`config.mk`:
```
export PLATFORM = sky130hd
export DESIGN_NAME = rr_arbiter_ctrl
export DESIGN_NICKNAME = d
export VERILOG_FILES = /design/src/rtl/rr_arbiter_ctrl_pkg.sv /design/src/rtl/rr_arbiter_ctrl_pick.sv /design/src/rtl/rr_arbiter_ctrl.sv
export SDC_FILE = /design/constraint.sdc
export NUM_CORES = 1
export LEC_CHECK = 0
export BUFFER_PORTS_ARGS = -buffer_cell sky130_fd_sc_hd__buf_4
export CAP_MARGIN = 20
export CELL_PAD_IN_SITES_DETAIL_PLACEMENT = 1
export CELL_PAD_IN_SITES_GLOBAL_PLACEMENT = 2
export CORE_AREA = 2 2 78 80
export DETAILED_ROUTE_END_ITERATION = 16
export DIE_AREA = 0 0 80 82
export PLACE_DENSITY = 0.77
export SLEW_MARGIN = 10
export SYNTH_ARGS = -nofsm -noshare
export SYNTH_HDL_FRONTEND = slang
export SYNTH_SLANG_ARGS = --single-unit
```
`constraint.sdc`:
```
create_clock -name clk -period 4.25 [get_ports clk]
set_clock_uncertainty 0.2 [all_clocks]
set_input_delay 0.85 -clock clk [delete_from_list [all_inputs] [get_ports clk]]
set_output_delay 0.85 -clock clk [all_outputs]
set_load 0.01 [all_outputs]
```
`src/rtl/rr_arbiter_ctrl_pkg.sv`:
```
// Shared flow-control definitions: state encodings and default sizing for the
// round-robin FIFO arbiter and anything that decodes its state output.
package rr_arbiter_ctrl_pkg;

    localparam int unsigned DEF_N    = 4;
    localparam int unsigned DEF_SELW = 2;
    localparam int unsigned DEF_CNTW = 16;

    typedef enum logic [2:0] {
        ST_INIT   = 3'b000,
        ST_IDLE   = 3'b001,
        ST_ACTIVE = 3'b010,
        ST_PAUSE  = 3'b011,
        ST_ERROR  = 3'b100
    } state_t;

endpackage

```
`src/rtl/rr_arbiter_ctrl_pick.sv`:
```
// Round-robin priority picker: first non-empty source at or above rr_ptr,
// wrapping modulo N, returned as a one-hot grant plus its index.
module rr_pick
    import rr_arbiter_ctrl_pkg::*;
#(
    parameter int unsigned N    = DEF_N,
    parameter int unsigned SELW = DEF_SELW
) (
    input  logic [N-1:0]    empty,
    input  logic [SELW-1:0] rr_ptr,
    output logic [N-1:0]    grant,
    output logic [SELW-1:0] idx,
    output logic            valid
);

    int unsigned     pos;
    logic [SELW-1:0] cand;

    always_comb begin
        grant = '0;
        idx   = '0;
        valid = 1'b0;
        pos   = '0;
        cand  = '0;
        for (int unsigned k = 0; k < N; k++) begin
            pos  = (32'(rr_ptr) + k) % N;
            cand = SELW'(pos);
            if (!valid && !empty[cand]) begin
                valid       = 1'b1;
                idx         = cand;
                grant[cand] = 1'b1;
            end
        end
    end

endmodule

```
`src/rtl/rr_arbiter_ctrl.sv`:
```
// Round-robin arbiter moving words from N source FIFOs into one destination
// FIFO, with back-pressure pause, sticky overflow error and a push counter.
module rr_arbiter_ctrl
    import rr_arbiter_ctrl_pkg::*;
#(
    parameter int unsigned N    = DEF_N,
    parameter int unsigned SELW = DEF_SELW,
    parameter int unsigned CNTW = DEF_CNTW
) (
    input  logic            clk,
    input  logic            reset,
    input  logic            iniciar,
    input  logic [N-1:0]    empty,
    input  logic            almost_full,
    input  logic            full,
    output logic [N-1:0]    pop,
    output logic            push,
    output logic [SELW-1:0] sel,
    output logic [2:0]      estado,
    output logic            idle,
    output logic            pausa,
    output logic            error_full,
    output logic [CNTW-1:0] xfer_count
);

    state_t          state, next_state;
    logic [SELW-1:0] rr_ptr, next_ptr;
    logic [N-1:0]    pick_grant;
    logic [SELW-1:0] pick_idx;
    logic            pick_valid;
    logic            any_ready, overflow, grant_en;

    rr_pick #(.N(N), .SELW(SELW)) u_pick (
        .empty  (empty),
        .rr_ptr (rr_ptr),
        .grant  (pick_grant),
        .idx    (pick_idx),
        .valid  (pick_valid)
    );

    assign any_ready = ~&empty;
    assign overflow  = push && full && (state != ST_INIT);
    // No new read is started on an overflow cycle: its word could never be written.
    assign grant_en  = (state == ST_ACTIVE) && !overflow && !almost_full && pick_valid;
    assign pop       = grant_en ? pick_grant : '0;
    assign next_ptr  = (pick_idx == SELW'(N - 1)) ? '0 : pick_idx + 1'b1;

    always_comb begin
        next_state = state;
        unique case (state)
            ST_INIT:   if (iniciar) next_state = ST_IDLE;
            ST_IDLE: begin
                if (overflow)       next_state = ST_ERROR;
                else if (any_ready) next_state = almost_full ? ST_PAUSE : ST_ACTIVE;
            end
            ST_ACTIVE: begin
                if (overflow)         next_state = ST_ERROR;
                else if (almost_full) next_state = ST_PAUSE;
                else if (!any_ready)  next_state = ST_IDLE;
            end
            ST_PAUSE: begin
                if (overflow)         next_state = ST_ERROR;
                else if (!almost_full) next_state = any_ready ? ST_ACTIVE : ST_IDLE;
            end
            ST_ERROR:  next_state = ST_ERROR;
            default:   next_state = ST_INIT;
        endcase
    end

    always_ff @(posedge clk) begin
        if (reset) begin
            state      <= ST_INIT;
            rr_ptr     <= '0;
            push       <= 1'b0;
            sel        <= '0;
            xfer_count <= '0;
        end else begin
            state <= next_state;
            push  <= grant_en;
            if (grant_en) begin
                sel    <= pick_idx;
                rr_ptr <= next_ptr;
            end
            if (push && state != ST_ERROR) xfer_count <= xfer_count + 1'b1;
        end
    end

    assign estado     = state;
    assign idle       = (state == ST_IDLE);
    assign pausa      = (state == ST_PAUSE);
    assign error_full = (state == ST_ERROR);

endmodule

```
; ---- Yosys cells after proc, flatten, opt, wreduce, memory -nomap -nowiden
; Index checks and enable logic that the tools add are counted.
[totals]
register_bits = 24
out_inout_bits = 29
[op_classes]
add_sub_neg = 5
magnitude_cmp = 8
n_eq_ne = 10
mux = 41
bitwise_logic = 3
reduce_logical = 24
[ops]
columns = cell, count
row1 = $mux 3, 8
row2 = $mux 4, 5
row3 = $add 16x1->16 const B, 1
row4 = $pmux 3 s5, 1
row5 = $logic_and 1x1->1, 13
row6 = $mux 1, 13
row7 = $lt 2x3->1 const B, 4
row8 = $mux 2, 6
row9 = $or 4x4->4, 3
row10 = $bmux 1 s2, 4
row11 = $demux 1 s2, 4
row12 = $ge 2x1->1 const B, 4
row13 = $reduce_and 4->1, 2
row14 = $logic_not 1->1, 7
row15 = $eq 3x2->1 const B, 2
row16 = $ne 3x3->1 const B, 2
row17 = $add 2x1->2 const B, 2
row18 = $add 2x2->2 const B, 2
row19 = $ne 4x4->1 const B, 1
row20 = $eq 3x1->1 const B, 1
row21 = $eq 3x3->1 const B, 1
row22 = $logic_not 3->1, 1
row23 = $ne 3x2->1 const B, 1
row24 = $reduce_bool 3->1, 1
row25 = 2 further kinds, 2

; ---- Longest topological paths before layout
; Gate-level depths: netlist of the first run.
[depth]
depth_word = 14
depth_mapped = 10
depth_no_buf = 7

; ---- Modules after synthesis
; Synthesis of the first run repeated with hierarchy kept, for this count alone.
[unflattened]
cells_unflattened = 199
area_unflattened_um2 = 1591.5
[by_module_without_submodules]
columns = module, n_inst, cells_each, area_each_um2
row1 = rr_arbiter_ctrl, 1, 138, 1154.9
row2 = rr_pick, 1, 61, 436.7

; ---- Worst setup path after synthesis of the first run
; No wires, ideal clock.
[synth_timing]
path_kind = register to output
start = register (tool-made name)
end = output pop[0]
arrival_ns = 2.415
t_required_ns = 3.200
setup_slack_ns = 0.785
stages_incl_launch_ff = 11
n_path_buf = 3
cell_sequence = dfxtp_1 > buf_6 > inv_1 > ha_1 > buf_4 > buf_2 > or3b_2 > a21oi_1 > o21a_1 > o21ai_0 > a31oi_1
[synth_lines]
columns = item, line_no
row1 = "end, declared", rr_arbiter_ctrl.sv:16  ; output logic [N-1:0] pop,

; ---- Final worst setup path of the first run
[layout_timing]
start = register rr_ptr[1]
end = output pop[1]
[layout_between]
elab_chain_cells = 14
elab_cells_between_ends = 52
[layout_lines]
columns = item, line_no
row1 = "start, declared", rr_arbiter_ctrl.sv:27  ; logic [SELW-1:0] rr_ptr, next_ptr;
row2 = "start signal, assigned", rr_arbiter_ctrl.sv:82  ; rr_ptr <= next_ptr;
row3 = "parallel branches: the longest is 13 deep, another holds $lt 2x3->1", --
row4 = $mux 4 *, rr_arbiter_ctrl.sv:45  ; assign pop = grant_en ? pick_grant : '0;
; Every way passes the cells marked *. The select of a mux whose other input is x is not followed.

==> flow_metrics.tcl, run 1 <==
set metrics [dict create \
    postSynth.asyncResetShare 0 \
    arrival_ns 2.61 \
    hold_depth 2 \
    yosys_most_used_dff "dfxtp_1" \
    final.period_utilization 0.8602 \
    outcome "finished, final reports clean" \
    drt-met1-wl_mm 2.294 \
    synth_top_area_share 0.2670 \
    cts_root_buffer "clkbuf_8" \
    finalSetupTns_ns 0 \
    cts_resized 0 \
    avgRoutedWirePerCell_um 14.33 \
    cts_buffers 3 \
    routed_wl_mm 4.628 \
    worst_pin_slew_ns 0.4809 \
    fillerInstances 708 \
    synth-seq-area-share 0.2670 \
    drtPass1Iterations 4 \
    cts_setup_buffers 0 \
    syn_nets 235 \
    finalHoldViolations 0 \
    drv_cap 0 \
    grt_overflow_total 0 \
    synth-edff-count 0 \
    drive_gt1_frac 0.2379 \
    critPathMaxFanout 14 \
    synth_seq_cells 24 \
    port_buffers 37 \
    maxSlewViolCount 0 \
    num_antenna_cells 0 \
    rows 28 \
    clk_pin_slew_ns 0.09 \
    die_h_um 82 \
    wl_met2_mm 2.139 \
    place_congestion 0.7274 \
    clockBufferDepth 2 \
    drc 0 \
    syn-cell-area_sq_um 1799 \
    cp.required_ns 3.20 \
    boundaryPins 38 \
    yosysTopAreaCell "dfxtp_1" \
    critPathLaunchType "flop" \
    power.density_nw_per_um2 285.8 \
    start_util 0.3132 \
    cts_hold_buf 0 \
    multi_input_area_sq_um 1209 \
    post-place-cells 319 \
    fmax_mhz 273.5 \
    antenna_found_initial 0 \
    viasPerCell 5.201 \
    cts_tree "built" \
    setup_viol 0 \
    vias 1680 \
    min_path_type "flop to flop" \
    stdcell_count 323 \
    die_w_um 80 \
    synthCells 217 \
    die_area_sq_um 6560 \
    cts_sinks 24 \
    synth_top_cells_by_area "dfxtp_1 27%, ha_1 6.3%, nand2_1 5.0%" \
    seq_area_sq_um 480.5 \
    nets 267 \
    grt_max_degree 25 \
    yosys_warnings 0 \
    power_leakage_nw 0.8263 \
    wl_met3_um 122 \
    htree_levels 1 \
    grt_pass1_wl_mm 7.741 \
    relSlewSlack 0.6794 \
    ant_nets 0 \
    drt-initial-drc-count 41 \
    grt_use_total 0.1447 \
    rsz0062_at_grt "false" \
    insertion_delay_ns 0.27 \
    peakVddDrop_mv 0.1183 \
    core-area_sq_um 5746 \
    syn_to_final_growth_pct 21.63 \
    synthDistinctLibCells 52 \
    grt_pass1_vias 1634 \
    fin_crit_ns 3.656 \
    synth_area_per_cell_sq_um 8.291 \
    crit_type "flop to output pin" \
    end_kind "output pin" \
    highest_layer "met4" \
    hpwlAfterDp_mm 3.373 \
    worstRegToRegCells 7 \
]
cells by family (layout without fill, tap and decap cells):
family / count (synthesis) / in the layout / synth area share
mux: 12 / 12 / 0.09735
simple gates: 89 / 89 / 0.2594
flops: 24 / 24 / 0.2670
fa+ha+maj: 9 / 9 / 0.06259
buf+inv: 22 / 53 / 0.06119
compound gates: 51 / 51 / 0.2038
xor+xnor: 10 / 10 / 0.04868
metal layers:
metal	GRT usage	vias to the layer above
met4	0.03559	0
met2	0.2400	26
met3	0.01758	6
met1	0.2000	803
li1	-	845
met5	0	-
synth_stat cells, types with 2 or more instances:
master,instances
a22o_2,4
nor3b_1,2
o211ai_1,3
ha_1,9
mux2i_1,6
nor2_1,18
nor3_1,4
o21a_1,2
nand3_1,9
mux4_1,2
a211o_1,2
or3_1,7
buf_6,2
nand3b_1,4
xor2_1,2
a31oi_1,4
nand4_1,5
buf_4,2
o21ai_0,12
inv_1,9
clkbuf_1,5
nand2_1,24
dfxtp_1,24
nor4_1,4
xnor2_1,8
a21oi_1,14
nand2b_1,2
buf_2,4
worst max-delay path, cell delays in order, from the launching register on:
cell     delay [ns]
dfxtp_1        0.32
inv_1          0.24
ha_1           0.47
or3b_2         0.53
a21oi_1        0.18
o21a_1         0.19
o21ai_0        0.10
a31oi_1        0.15
buf_4          0.15
where the power goes:
| group | switching, mW | leakage [nW] | internal (mW) |
|---|---|---|---|
| combinational | 0.0931 | 0.597 | 0.0815 |
| sequential | 0.0159 | 0.194 | 0.232 |
| clock | 0.0764 | 0.0357 | 0.126 |
state kept, by name, summed over array words and instances (netlist names), named ones only:
name,flops
rr_ptr,1
xfer_count,16
estado,3
sel,2
push,1
final cells by class:
type	instances	area share
Multi-Input combinational cell	171	0.5523
Sequential cell	24	0.2196
Timing Repair Buffer	40	0.1372
Tap cell	75	0.04288
Clock buffer	3	0.01887
Inverter	9	0.01544
Clock inverter	1	0.01372
per-stage QoR:
step | hold WS (ns) | area [sq um] | util | power, mW | worst slack (ns)
after global placement | 0.2660 | 2117 | 0.3685 | 0.4284 | 0.8952
final | 0.2745 | 2188 | 0.3809 | 0.6254 | 0.5941
after global routing | 0.3160 | 2188 | 0.3809 | 0.6624 | 0.3996
after detailed placement | 0.2676 | 2117 | 0.3685 | 0.4288 | 0.8741
after CTS | 0.2814 | 2188 | 0.3809 | 0.6365 | 0.5612
after floorplan | 0.2805 | 1799 | - | 0.3802 | 0.7847
path summary, 6_finish.rpt:
check	from	end	slack, ns
setup / recovery	rr_ptr[1]$_SDFFE_PP0P_	pop[1]	0.59
hold / removal	sel[1]$_SDFFE_PP0P_	sel[1]$_SDFFE_PP0P_	0.27
hold reg to reg	sel[1]$_SDFFE_PP0P_	sel[1]$_SDFFE_PP0P_	0.27
setup reg to reg	rr_ptr[1]$_SDFFE_PP0P_	rr_ptr[1]$_SDFFE_PP0P_	1.53
layout by cell type, fill, tap and decap left out, types with 2 or more instances in the layout:
master | netlist | layout
a211o_1 | 2 | 2
a21oi_1 | 14 | 14
a22o_2 | 4 | 4
a31oi_1 | 4 | 4
buf_4 | 2 | 40
clkbuf_8 | 0 | 3
dfxtp_1 | 24 | 24
ha_1 | 9 | 9
inv_1 | 9 | 9
mux2i_1 | 6 | 6
mux4_1 | 2 | 2
nand2_1 | 24 | 24
nand2b_1 | 2 | 2
nand3_1 | 9 | 9
nand3b_1 | 4 | 4
nand4_1 | 5 | 5
nor2_1 | 18 | 18
nor3_1 | 4 | 4
nor3b_1 | 2 | 2
nor4_1 | 4 | 4
o211ai_1 | 3 | 3
o21a_1 | 2 | 2
o21ai_0 | 12 | 12
or3_1 | 7 | 7
xnor2_1 | 8 | 8
xor2_1 | 2 | 2
Note: power is estimated with default switching activity, not from simulation.
==> inputs of run 2 (changes only) <==
--- a/config.mk
+++ b/config.mk
@@ -7,12 +7,10 @@
 export LEC_CHECK = 0
 export BUFFER_PORTS_ARGS = -buffer_cell sky130_fd_sc_hd__buf_4
 export CAP_MARGIN = 20
-export CELL_PAD_IN_SITES_DETAIL_PLACEMENT = 1
-export CELL_PAD_IN_SITES_GLOBAL_PLACEMENT = 2
-export CORE_AREA = 2 2 78 80
+export CORE_AREA = 2 2 67 69
 export DETAILED_ROUTE_END_ITERATION = 16
-export DIE_AREA = 0 0 80 82
-export PLACE_DENSITY = 0.77
+export DIE_AREA = 0 0 69 71
+export PLACE_DENSITY = 0.64
 export SLEW_MARGIN = 10
 export SYNTH_ARGS = -nofsm -noshare
 export SYNTH_HDL_FRONTEND = slang
==> run 2 against run 1 <==
Against the previous run: core utilization rose by 13 points; non-clock buffer count unchanged; critical path depth stayed put; die area shrank 25%; sequential share of layout area rose by 0.29 points; wire length shrank 12%; register-to-register slack better by 0.04 ns; via count decreased by 0.95%; first-iteration DRC count grew 83%; critical path type unchanged; largest power group unchanged; highest routed layer unchanged.
==> flow_metrics.tcl, run 2 (synthesized netlist as in run 1, its figures left out) <==
set metrics [dict create \
    min_path_type "flop to flop" \
    grt_pass1_vias 1484 \
    drc 0 \
    cts_sinks 24 \
    clockBufferDepth 2 \
    grt_pass1_wl_mm 7.010 \
    avgRoutedWirePerCell_um 13.65 \
    layout_common_cells "40 x buf_4, 24 x nand2_1, 24 x dfxtp_1, 18 x nor2_1, 14 x a21oi_1" \
    start_util 0.4280 \
    preCtsSetupSlack_ns 0.8518 \
    final_util 0.5137 \
    peakVddDrop_mv 0.1605 \
    arrival_ns 2.58 \
    stdcell_count 300 \
    vias 1664 \
    finalSetupTns_ns 0 \
    fin_area_sq_um 2160 \
    grt_max_degree 25 \
    cts_hold_buf 0 \
    cts_setup_buffers 0 \
    power.density_nw_per_um2 285.9 \
    viasPerCell 5.547 \
    place_congestion 0.7592 \
    fin_ws_ns 0.6154 \
    maxSlewViolCount 0 \
    port_buffers 37 \
    die_h_um 71 \
    power_mw 0.6174 \
    die_area_sq_um 4899 \
    final.period_utilization 0.8552 \
    drt-met1-wl_mm 2.044 \
    fillerInstances 418 \
    rsz0062_at_grt "false" \
    crit_type "flop to output pin" \
    wl_met2_mm 1.869 \
    setup_viol 0 \
    end_kind "output pin" \
    fmax_mhz 275.1 \
    drtPass1Iterations 4 \
    grt_use_total 0.1685 \
    critPathLaunchType "flop" \
    cp.required_ns 3.20 \
    whs_ns 0.2826 \
    cts_root_buffer "clkbuf_8" \
    syn_to_final_growth_pct 20.03 \
    core-area_sq_um 4204 \
    relSlewSlack 0.6940 \
    antenna_found_initial 0 \
    drive_gt1_frac 0.2379 \
    largest_register_ffs 16 \
    regMostFlops "xfer_count" \
    finalHoldViolations 0 \
    worst_pin_slew_ns 0.4590 \
    rows 24 \
    post_dp_cell_area_sq_um 2088 \
    wl_met3_um 150 \
    outcome "finished, final reports clean" \
    boundaryPins 38 \
    post-place-cells 296 \
    cts_tree "built" \
    cts_resized 0 \
    insertion_delay_ns 0.26 \
    htree_levels 1 \
    die_w_um 69 \
    ant_nets 0 \
    hpwlAfterDp_mm 3.000 \
    final_common_cell "buf_4" \
    drt-initial-drc-count 75 \
    cts_buffers 3 \
    critPathMaxFanout 14 \
    grt_overflow_total 0 \
    fin_crit_ns 3.635 \
    highest_layer "met4" \
    routed_wl_mm 4.094 \
    power_leakage_nw 0.8263 \
    nets 267 \
    drv_cap 0 \
    num_antenna_cells 0 \
    clk_pin_slew_ns 0.08 \
]
run 2: final timing paths:
kind,from,to,slack (ns),cells after the start
max reg2reg,rr_ptr[1]$_SDFFE_PP0P_,rr_ptr[1]$_SDFFE_PP0P_,1.57,7
min,sel[1]$_SDFFE_PP0P_,sel[1]$_SDFFE_PP0P_,0.28,2
max,rr_ptr[1]$_SDFFE_PP0P_,pop[3],0.62,8
min reg2reg,sel[1]$_SDFFE_PP0P_,sel[1]$_SDFFE_PP0P_,0.28,2
run 2: area by class of cell:
type                            count  area [sq um]  share of cell area
Tap cell                           52         65.06             0.03013
Clock inverter                      1         30.03             0.01390
Multi-Input combinational cell    171          1209              0.5597
Timing Repair Buffer               40         300.3              0.1390
Sequential cell                    24         480.5              0.2225
Inverter                            9         33.78             0.01564
Clock buffer                        3         41.29             0.01912
run 2: worst max-delay path, stage by stage, from the launching register on:
cell and delay [ns]:
dfxtp_1 0.32, inv_1 0.23, ha_1 0.46, or3b_2 0.51, a21oi_1 0.17, o21a_1 0.20
o21ai_0 0.12, a31oi_1 0.17, buf_4 0.16
run 2: metal layers:
layer,global-route usage,vias up
met5,0,-
met4,0.04357,0
met3,0.01994,2
met2,0.2788,40
met1,0.2342,771
li1,-,851
run 2: report_power, final:
part	total, mW	internal (mW)	switching, mW
Clock	0.197	0.126	0.0714
Sequential	0.247	0.232	0.0145
Combinational	0.173	0.0816	0.0917
